## config.mk

```make
export PLATFORM = sky130hd
export DESIGN_NAME = hacd_axi_rd_burst_split
export DESIGN_NICKNAME = d
export VERILOG_FILES = /design/src/rtl/hacd_axi_rd_burst_split.sv
export SDC_FILE = /design/constraint.sdc
export NUM_CORES = 1
export LEC_CHECK = 0
export ABC_CLOCK_PERIOD_IN_PS = 3050
export CELL_PAD_IN_SITES_DETAIL_PLACEMENT = 0
export CELL_PAD_IN_SITES_GLOBAL_PLACEMENT = 1
export CORE_AREA = 2 2 488 490
export CTS_BUF_LIST = sky130_fd_sc_hd__clkbuf_16
export DETAILED_ROUTE_END_ITERATION = 7
export DIE_AREA = 0 0 490 492
export PLACE_DENSITY = 0.41
export RECOVER_POWER = 25
export SLEW_MARGIN = 20
export SYNTH_ARGS = -nofsm -noshare
export SYNTH_HDL_FRONTEND = slang
export SYNTH_SLANG_ARGS = --single-unit
```

## constraint.sdc

```tcl
create_clock -name clk -period 3.05 [get_ports clk]
set_input_delay 0.4575 -clock clk [delete_from_list [all_inputs] [get_ports clk]]
set_output_delay 0.4575 -clock clk [all_outputs]
set_load 0.01 [all_outputs]
```

## src/rtl/hacd_axi_rd_burst_split.sv

```systemverilog
// AXI4 read burst splitter: long INCR bursts go downstream as MAX_BEATS-beat sub-bursts,
// and the R beats are merged back into one upstream burst carrying a single rlast.
module hacd_axi_rd_burst_split #(
  parameter int ID_WIDTH   = 5,
  parameter int ADDR_WIDTH = 64,
  parameter int DATA_WIDTH = 512,
  parameter int USER_WIDTH = 1,
  parameter int MAX_BEATS  = 16
) (
  input  logic                  clk,
  input  logic                  rst_n,
  input  logic [ID_WIDTH-1:0]   s_axi_arid,
  input  logic [ADDR_WIDTH-1:0] s_axi_araddr,
  input  logic [7:0]            s_axi_arlen,
  input  logic [2:0]            s_axi_arsize,
  input  logic [1:0]            s_axi_arburst,
  input  logic                  s_axi_arlock,
  input  logic [3:0]            s_axi_arcache,
  input  logic [2:0]            s_axi_arprot,
  input  logic [3:0]            s_axi_arqos,
  input  logic [USER_WIDTH-1:0] s_axi_aruser,
  input  logic                  s_axi_arvalid,
  output logic                  s_axi_arready,
  output logic [ID_WIDTH-1:0]   s_axi_rid,
  output logic [DATA_WIDTH-1:0] s_axi_rdata,
  output logic [1:0]            s_axi_rresp,
  output logic [USER_WIDTH-1:0] s_axi_ruser,
  output logic                  s_axi_rlast,
  output logic                  s_axi_rvalid,
  input  logic                  s_axi_rready,
  output logic [ID_WIDTH-1:0]   m_axi_arid,
  output logic [ADDR_WIDTH-1:0] m_axi_araddr,
  output logic [7:0]            m_axi_arlen,
  output logic [2:0]            m_axi_arsize,
  output logic [1:0]            m_axi_arburst,
  output logic                  m_axi_arlock,
  output logic [3:0]            m_axi_arcache,
  output logic [2:0]            m_axi_arprot,
  output logic [3:0]            m_axi_arqos,
  output logic [USER_WIDTH-1:0] m_axi_aruser,
  output logic                  m_axi_arvalid,
  input  logic                  m_axi_arready,
  input  logic [ID_WIDTH-1:0]   m_axi_rid,
  input  logic [DATA_WIDTH-1:0] m_axi_rdata,
  input  logic [1:0]            m_axi_rresp,
  input  logic [USER_WIDTH-1:0] m_axi_ruser,
  input  logic                  m_axi_rlast,
  input  logic                  m_axi_rvalid,
  output logic                  m_axi_rready
);
  localparam int LOG2_MB = $clog2(MAX_BEATS);

  typedef enum logic [1:0] {IDLE, ISSUE, DRAIN} state_t;
  state_t state, state_nxt;

  logic [ID_WIDTH-1:0]   id_q;
  logic [ADDR_WIDTH-1:0] addr_q;
  logic [7:0]            len_q;
  logic [2:0]            size_q;
  logic [1:0]            burst_q;
  logic                  lock_q;
  logic [3:0]            cache_q;
  logic [2:0]            prot_q;
  logic [3:0]            qos_q;
  logic [USER_WIDTH-1:0] user_q;
  logic [8:0]            rem_q, n_sub_q, iss_cnt, r_sub_cnt;
  logic                  done_q, ar_rdy_q;

  logic                  active, s_ar_hs, m_ar_hs, m_r_last_hs, fin_hs, last_ar, split;
  logic [8:0]            beats_in, rem_nxt;
  logic [ADDR_WIDTH-1:0] addr_align, step;

  assign beats_in    = {1'b0, s_axi_arlen} + 9'd1;
  assign split       = (s_axi_arburst == 2'b01) && (beats_in > 9'(MAX_BEATS));
  assign rem_nxt     = rem_q - 9'(MAX_BEATS);
  assign step        = ADDR_WIDTH'(MAX_BEATS) << size_q;
  assign addr_align  = addr_q & ~((ADDR_WIDTH'(1) << size_q) - ADDR_WIDTH'(1));

  assign active      = (state != IDLE);
  assign s_ar_hs     = s_axi_arvalid & ar_rdy_q;
  assign m_ar_hs     = m_axi_arvalid & m_axi_arready;
  assign last_ar     = (iss_cnt == n_sub_q - 9'd1);
  assign m_r_last_hs = m_axi_rvalid & m_axi_rready & m_axi_rlast;
  assign fin_hs      = s_axi_rvalid & s_axi_rready & s_axi_rlast;

  always_ff @(posedge clk or negedge rst_n) begin
    if (!rst_n) begin
      state     <= IDLE;
      ar_rdy_q  <= 1'b0;
      id_q      <= '0;
      addr_q    <= '0;
      len_q     <= '0;
      size_q    <= '0;
      burst_q   <= '0;
      lock_q    <= 1'b0;
      cache_q   <= '0;
      prot_q    <= '0;
      qos_q     <= '0;
      user_q    <= '0;
      rem_q     <= '0;
      n_sub_q   <= '0;
      iss_cnt   <= '0;
      r_sub_cnt <= '0;
      done_q    <= 1'b0;
    end else begin
      state    <= state_nxt;
      ar_rdy_q <= (state_nxt == IDLE);
      if (s_ar_hs) begin
        id_q      <= s_axi_arid;
        addr_q    <= s_axi_araddr;
        len_q     <= split ? 8'(MAX_BEATS - 1) : s_axi_arlen;
        size_q    <= s_axi_arsize;
        burst_q   <= s_axi_arburst;
        lock_q    <= s_axi_arlock;
        cache_q   <= s_axi_arcache;
        prot_q    <= s_axi_arprot;
        qos_q     <= s_axi_arqos;
        user_q    <= s_axi_aruser;
        rem_q     <= beats_in;
        n_sub_q   <= split ? (({1'b0, s_axi_arlen} >> LOG2_MB) + 9'd1) : 9'd1;
        iss_cnt   <= '0;
        r_sub_cnt <= '0;
        done_q    <= 1'b0;
      end else begin
        // Only the first sub-AR may be unaligned; later ones start on a size boundary.
        if (m_ar_hs) begin
          iss_cnt <= iss_cnt + 9'd1;
          rem_q   <= rem_nxt;
          addr_q  <= addr_align + step;
          len_q   <= (rem_nxt >= 9'(MAX_BEATS)) ? 8'(MAX_BEATS - 1) : 8'(rem_nxt - 9'd1);
        end
        if (m_r_last_hs) r_sub_cnt <= r_sub_cnt + 9'd1;
        if (fin_hs && state == ISSUE) done_q <= 1'b1;
      end
    end
  end

  always_comb begin
    state_nxt = state;
    case (state)
      IDLE:    if (s_ar_hs) state_nxt = ISSUE;
      ISSUE:   if (m_ar_hs && last_ar) state_nxt = (done_q || fin_hs) ? IDLE : DRAIN;
      DRAIN:   if (fin_hs) state_nxt = IDLE;
      default: state_nxt = IDLE;
    endcase
  end

  assign s_axi_arready = ar_rdy_q;
  assign m_axi_arvalid = (state == ISSUE);
  assign m_axi_arid    = id_q;
  assign m_axi_araddr  = addr_q;
  assign m_axi_arlen   = len_q;
  assign m_axi_arsize  = size_q;
  assign m_axi_arburst = burst_q;
  assign m_axi_arlock  = lock_q;
  assign m_axi_arcache = cache_q;
  assign m_axi_arprot  = prot_q;
  assign m_axi_arqos   = qos_q;
  assign m_axi_aruser  = user_q;

  // Stray downstream beats are held off while idle.
  assign m_axi_rready  = active & s_axi_rready;
  assign s_axi_rvalid  = active & m_axi_rvalid;
  assign s_axi_rlast   = active & m_axi_rlast & (r_sub_cnt == n_sub_q - 9'd1);
  assign s_axi_rid     = active ? m_axi_rid   : '0;
  assign s_axi_rdata   = active ? m_axi_rdata : '0;
  assign s_axi_rresp   = active ? m_axi_rresp : '0;
  assign s_axi_ruser   = active ? m_axi_ruser : '0;
endmodule
```

==> results of run 1 <==
-- worst min-delay path, delay by kind of cell, from the launching register on --
family	cells	cell delay [ns]
flops	1	0.35
simple gates	2	0.10
-- layout make-up --
type,count,area [um2]
antenna,30,75.1
clock buffer,17,425
clock inverter,15,191
fill,27000,204000
inverter,25,96.3
multi-input combinational,1256,7940
sequential,131,3290
tap,3167,3960
timing repair buffer,1348,16300
-- synth_stat cells, types with 3 or more instances --
cell type  number  share of area
and2_1        530           0.29
o21ai_0        65          0.028
or3_1          13         0.0071
mux2i_1         5         0.0044
clkbuf_1      109          0.036
nor2b_1         4         0.0022
or2_2           5         0.0027
inv_1          25         0.0082
nor3_1         29          0.013
nor4_1         11         0.0060
nand2b_1        5         0.0027
dfrtp_1       131           0.29
ha_1           19          0.021
nand2_1       179          0.058
o21a_1          5         0.0033
and3_1         14         0.0076
nor2_1         72          0.024
or4_1          17          0.011
and4_1         10         0.0076
nand3_1        28          0.012
o31ai_1        16          0.010
a22o_1          3         0.0023
xor2_1         30          0.023
a22oi_1         5         0.0033
a21o_1          5         0.0033
a21oi_1        29          0.013
o21ai_1         3         0.0013
nand4_1        30          0.016
xnor2_1        35          0.027
a211oi_1        7         0.0046
or3b_2          3         0.0023
a31oi_1        27          0.015
nor3b_1         5         0.0033
o221a_2         4         0.0039
-- repair_timing --
item                                    4_1_cts  5_1_grt
setup buffers                                14        6
gates cloned                                  1        2
pin swaps                                    20       33
resized for setup                            42       35
endpoints found under the setup margin      122       48
hold buffers                                  1        0
endpoints found under the hold margin        47        0
-- flip-flops by register name, summed over array words and instances (netlist names), 4 cells and up --
register / cells
m_axi_arid: 5
r_sub_cnt: 9
n_sub_q: 5
m_axi_arqos: 4
m_axi_arlen: 8
m_axi_arcache: 4
rem_q: 9
iss_cnt: 9
m_axi_araddr: 64
-- power by group --
group,total (mW),switching (mW),leakage [nW],internal (mW)
Clock,2.32,1.01,0.303,1.31
Sequential,3.44,0.994,1.58,2.45
Combinational,27.0,14.7,10.1,12.3
Total,32.8,16.7,12.0,16.1
-- logic make-up after synthesis --
logic type	after synthesis
compound gates	197
xor+xnor	66
fa+ha+maj	20
buf+inv	138
flops	131
mux	5
simple gates	968
-- routing by layer --
layer | GRT usage | share of wire | vias to the layer above | wire length [um]
li1 | - | - | 7629 | -
met1 | 0.157 | 0.30 | 8382 | 68400
met2 | 0.373 | 0.56 | 1110 | 130000
met3 | 0.101 | 0.12 | 476 | 27000
met4 | 0.0241 | 0.022 | 118 | 5000
met5 | 0 | 0.0032 | - | 733
-- worst paths after layout --
check | cells after the start | slack (ns) | end | start
setup / recovery | 14 | 0.02 | m_axi_araddr[34] | m_axi_arsize[2]
hold / removal | 2 | 0.48 | m_axi_arlock | m_axi_arlock
setup reg to reg | 14 | 0.02 | m_axi_araddr[34] | m_axi_arsize[2]
hold reg to reg | 2 | 0.48 | m_axi_arlock | m_axi_arlock
max in group asynchronous | 3 | 0.60 | m_axi_arsize[0] | rst_n
min in group asynchronous | 2 | 0.84 | m_axi_araddr[22] | rst_n
==> results by group, run 1 <==
Routing
  • DR iter-0 viols: about 940
  • Final wirelength: approximately 230,000 um
  • Via count: 17,700
  • Wirelength per Cell: a little under 40 um
  • Pre-antenna DRT Iters: 5
  • DRC viols: 0
  • Via/cell ratio: 2.96
  • DRT antenna net count: 0

Clocking
  • Clock root buffer: clkbuf_16
  • TritonCTS Sinks: 131
  • H-Tree Level Count: 4
  • Clk_lat worst skew: 0.48 ns
  • Reg clk slew, reported paths: around 0.08 ns
  • Clk buf depth: 2
  • Num CTS Buffers: 17
  • CTS tree: built

Hold path
  • Min-delay worst type: reg2reg

Global route
  • All-Layer GR Usage: 0.184
  • Initial antenna violation count: 244
  • Congestion Overflow GR: 0
  • First-pass GRT wire length: 270,000 um
  • Vias in the first global route: 17,200
  • Largest net degree at the start of global routing: 89

Worst setup path
  • Crit-path cells: buf_6 -> o21ai_2 -> and2_1 -> ha_2 -> inv_2 -> fa_2 -> nor2b_4 -> o31a_1 -> o21ai_2 -> buf_12 -> buf_6 -> a2111oi_4 -> or3b_1 -> a31oi_1
  • Delay-heaviest family, CP: compound AO/OA/AOI/OAI gates
  • Startpoint Class: flip-flop
  • Kind of critical path: reg2reg
  • Slowest CP cell: dfrtp_2
  • CP max FO: 7
  • Endpoint class of the critical path: flip-flop
  • CP max stage delay: 0.46 ns
  • Critical Path RT: approximately 3.5 ns
  • CP Buf/Inv Count: 4
  • Critical path arrival: 3.43 ns

Layout
  • Most frequent cells in the layout: clkdlybuf4s50_1, and2_1, buf_12
  • Nets: approximately 3,400
  • Post-Layout Inst Area: 0.0323 mm2
  • Final Non-Filler Cells: 5,989
  • Share of layout cells above drive strength 1: 0.194
  • Area grow syn2layout: 181%
  • Most common cell after layout, fill and taps aside: clkdlybuf4s50_1
  • Final core occ: 0.137

Pwr
  • Lkg Pwr: 12.0 nW
  • Tot Pwr: 32.8 mW
  • Worst vdd ir: between 0.4 and 0.5 mV
  • Power Density: 1010 mW/mm2

STA
  • Setup violators final: 0
  • RSZ-0062 raised after global routing: true
  • Fmax: about 330 MHz
  • Clock period minus worst slack: 3.03 ns
  • Hold Slack: ~0.48 ns
  • Final Max Slew Viols: 0
  • Setup Skew: 0.0230 ns
  • Fin worst setup slack: 0.0152 ns
  • Tightest Pin Transition: 1.43 ns
  • Setup TNS: 0 ns
  • Tcrit/Tclk final: 0.995
  • Slew HR: 0.0459
  • Hold Fails Final Rpt: 0

Logic synthesis
  • Syn Nets: 2,167
  • Post-synth ARST share: 1.00
  • Compound-Gate Fraction of Synth Area: 0.112
  • Synth Area in Simple Gates: 0.479
  • Post-synthesis cell count: around 1,500
  • Distinct cells, synth: 69
  • Number of synthesized register bits: 131
  • Largest family of logic cells by synthesized area: simple AND/OR/NAND/NOR gates
  • Post-Synth XOR/XNOR Area: 0.0515
  • Avg Cell Area, Syn: 7.54 um2
  • Post-synth EDFFs: 0
  • Post-synthesis sequential area ratio: 0.285
  • Yosys warnings: 0
  • Top_reg_cell synth: dfrtp_1
  • Fraction of synthesized area in multiplexers: 0.00435
  • Synth Cell Area: 0.0115 mm2
  • Adder-cell area share of the yosys netlist: 0.0224

Place
  • Final GP Congestion: 0.841
  • Port Buf Inserts: 1,241
  • Setup slack at placement: -0.154 ns
  • DP Area: 0.0311 mm2
  • Hpwl dp: 217,000 um
  • Placed Cells: 5,903

Floorplan
  • Die Height: ~490 um
  • # IOs: roughly 1,200
  • Core Area: 0.236 mm2
  • Initial Util: 0.0486
  • Number of core rows: approximately 180
  • Die ar.: 0.241 mm2
  • Die width: 490 um

Outcome
  • Status: complete, no violations

Flow run
  • Max Cap Violations: 0
No activity file was read; power rests on OpenSTA's default activity.
==> run 2, diff against run 1 <==
--- a/config.mk
+++ b/config.mk
@@ -5,7 +5,7 @@
 export SDC_FILE = /design/constraint.sdc
 export NUM_CORES = 1
 export LEC_CHECK = 0
-export ABC_CLOCK_PERIOD_IN_PS = 3050
+export CAP_MARGIN = 5
 export CELL_PAD_IN_SITES_DETAIL_PLACEMENT = 0
 export CELL_PAD_IN_SITES_GLOBAL_PLACEMENT = 1
 export CORE_AREA = 2 2 488 490
@@ -14,6 +14,7 @@
 export DIE_AREA = 0 0 490 492
 export PLACE_DENSITY = 0.41
 export RECOVER_POWER = 25
+export REMOVE_ABC_BUFFERS = 1
 export SLEW_MARGIN = 20
 export SYNTH_ARGS = -nofsm -noshare
 export SYNTH_HDL_FRONTEND = slang
==> run 2 against run 1 <==
Effect of this change: die area is the same; sequential cell count unchanged; cell count grew 2.0%; largest cell class unchanged; total power decreased by 4.2%.
==> results by group, run 2 (same netlist as run 1, synthesis figures left out) <==
Outcome
  • Status: complete, no violations

Worst setup path
  • Reg2reg start: m_axi_arsize[1]
  • Critical Path RT: 3.43 ns
  • R2R Path End: m_axi_araddr[47]
  • Critical path origin: m_axi_arsize[1]
  • CP max FO: 4
  • FF-to-FF path depth: 12
  • Endpoint class of the critical path: flip-flop
  • Kind of critical path: reg2reg
  • Reg2reg setup slack: 0.06 ns
  • Critical path arrival: ~3.4 ns
  • Startpoint Class: flip-flop

Floorplan
  • Die ar.: about 0.24 mm2
  • # IOs: 1,242
  • Die width: 490 um
  • Initial Util: 0.0486
  • Die Height: 492 um
  • Core Area: 0.236 mm2
  • Number of core rows: 179

Pwr
  • Clk pwr share: 0.064
  • Worst vdd ir: 0.407 mV
  • Sw Share: 0.514
  • Lkg Pwr: between 10 and 15 nW
  • Logic pwr share: 0.828
  • Psw: 16.1 mW
  • Reg power frac: 0.108
  • Internal power: 15.2 mW
  • Power Density: 986 mW/mm2

STA
  • Hold Fails Final Rpt: 0
  • Final Max Slew Viols: 0
  • Setup Skew: 0.0133 ns
  • Tcrit/Tclk final: 0.980
  • Fmax: approximately 330 MHz
  • Clock period minus worst slack: about 3 ns
  • Setup violators final: 0
  • Slew HR: 0.0460
  • Hold Slack: 0.470 ns
  • RSZ-0062 raised after global routing: true
  • Tightest Pin Transition: about 1.4 ns

Global route
  • Initial antenna violation count: 275
  • Vias in the first global route: 17,900
  • Congestion Overflow GR: 0
  • First-pass GRT wire length: 304,000 um
  • All-Layer GR Usage: 0.211
  • Largest net degree at the start of global routing: 61

Layout
  • Final Non-Filler Cells: just over 6,000
  • Area grow syn2layout: 177%
  • Share of layout cells above drive strength 1: 0.185
  • Largest register FFs: 64
  • Nets: approximately 3,500
  • Most common cell after layout, fill and taps aside: clkdlybuf4s50_1
  • Most frequent cells in the layout: clkdlybuf4s50_1, and2_1, buf_12

Clocking
  • Num CTS Buffers: 17
  • H-Tree Level Count: 4
  • TritonCTS Sinks: 131
  • Clk_lat worst skew: 0.50 ns
  • Reg clk slew, reported paths: ~0.07 ns
  • Clk buf depth: 2
  • Clock root buffer: clkbuf_16
  • CTS tree: built

Routing
  • DRC viols: 0
  • Final wirelength: between 200,000 and 300,000 um
  • Via count: 18,500
  • DRT antenna net count: 0
  • DR iter-0 viols: 893
  • Via/cell ratio: 3.03
  • Pre-antenna DRT Iters: 5
  • Wirelength per Cell: 43.2 um

Hold path
  • Worst Hold Launch: m_axi_arcache[1]
  • Min-delay worst type: reg2reg
  • Hold path endpoint: m_axi_arcache[1]
  • Worst hold stages: 2

Place
  • Placed Cells: between 5,000 and 6,000
  • Port Buf Inserts: between 1,000 and 1,500
  • Final GP Congestion: 1.05
  • Hpwl dp: 246,000 um

Flow run
  • Max Cap Violations: 0
run 2: cell types whose count changed in the layout (fill, tap and decap cells not counted), moves of 5 or more:
| cell | previous run | this run |
|---|---|---|
| buf_12 | 309 | 224 |
| diode_2 | 30 | 108 |
| buf_4 | 119 | 183 |
| clkdlybuf4s50_1 | 866 | 910 |
| dlygate4sd3_1 | 29 | 43 |
| clkinvlp_4 | 1 | 6 |
| dlymetal6s2s_1 | 4 | 9 |
run 2: worst max-delay path by stage:
stage                  endpoint  cells past startpoint
2_1_floorplan      r_sub_cnt[6]                      6
3_3_place_gp   m_axi_araddr[36]                     12
3_5_place_dp   m_axi_araddr[36]                     11
4_1_cts        s_axi_rdata[135]                      5
5_1_grt             s_axi_rlast                     10
6_report       m_axi_araddr[47]                     12
run 2: critical path, stage by stage, from the launching register on:
cell and delay, ns:
dfrtp_1 0.44, and3_4 0.26, inv_2 0.05, ha_4 0.20
and2_4 0.15, ha_4 0.27, o21a_1 0.16, and3_4 0.24
a211oi_4 0.06, buf_12 0.14, or4b_2 0.64, a21oi_2 0.15
o21ai_0 0.10
run 2: timing repair:
item / CTS / global route
setup endpoints to repair: 88 / 51
hold buffers: 1 / 0
setup buffers: 12 / 5
cloned: 1 / 1
pin swaps: 11 / 27
endpoints found under the hold margin: 41 / 0
resized for setup: 26 / 56
run 2: metrics by stage:
step / instance area (um2) / util / total power [mW] / setup TNS (ns) / setup slack, ns
global placement: 30600 / 0.130 / 29.7 / -1.17 / -0.118
detailed placement: 30600 / 0.130 / 29.5 / -1.75 / -0.167
finish: 31800 / 0.135 / 31.4 / 0 / 0.0598
global route: 31800 / 0.135 / 33.0 / -0.325 / -0.0526
CTS: 31400 / 0.133 / 32.1 / -0.0402 / -0.0356
floorplan: 11100 / - / 8.92 / -680.27 / -1.67
run 2: power groups by stage:
stage | Combinational (mW) | Clock (mW) | Sequential (mW)
after floorplan | 5.53 | 0 | 3.39
after global placement | 26.3 | 0 | 3.45
after detailed placement | 26.1 | 0 | 3.43
after CTS | 26.6 | 2.13 | 3.42
after global routing | 27.3 | 2.18 | 3.52
final | 26.0 | 2.01 | 3.40
run 2: layer usage:
metal / share of wire / vias to the layer above / wire [um] / track usage
met3: 0.099 / 504 / 26100 / 0.0959
met5: 0.0015 / - / 403 / 0
met1: 0.30 / 8869 / 80000 / 0.183
met4: 0.064 / 58 / 16900 / 0.105
li1: - / 7789 / - / -
met2: 0.53 / 1261 / 140000 / 0.404
run 2: cell type report:
cell class / count / area, um2
fillers: 27100 / 204000
repair buffers: 1390 / 15800
multi-input cells: 1256 / 7940
well taps: 3167 / 3960
flip-flops and latches: 131 / 3280
clock buffers: 17 / 425
diodes: 108 / 270
clock inverters: 15 / 93.8
inverters: 25 / 93.8
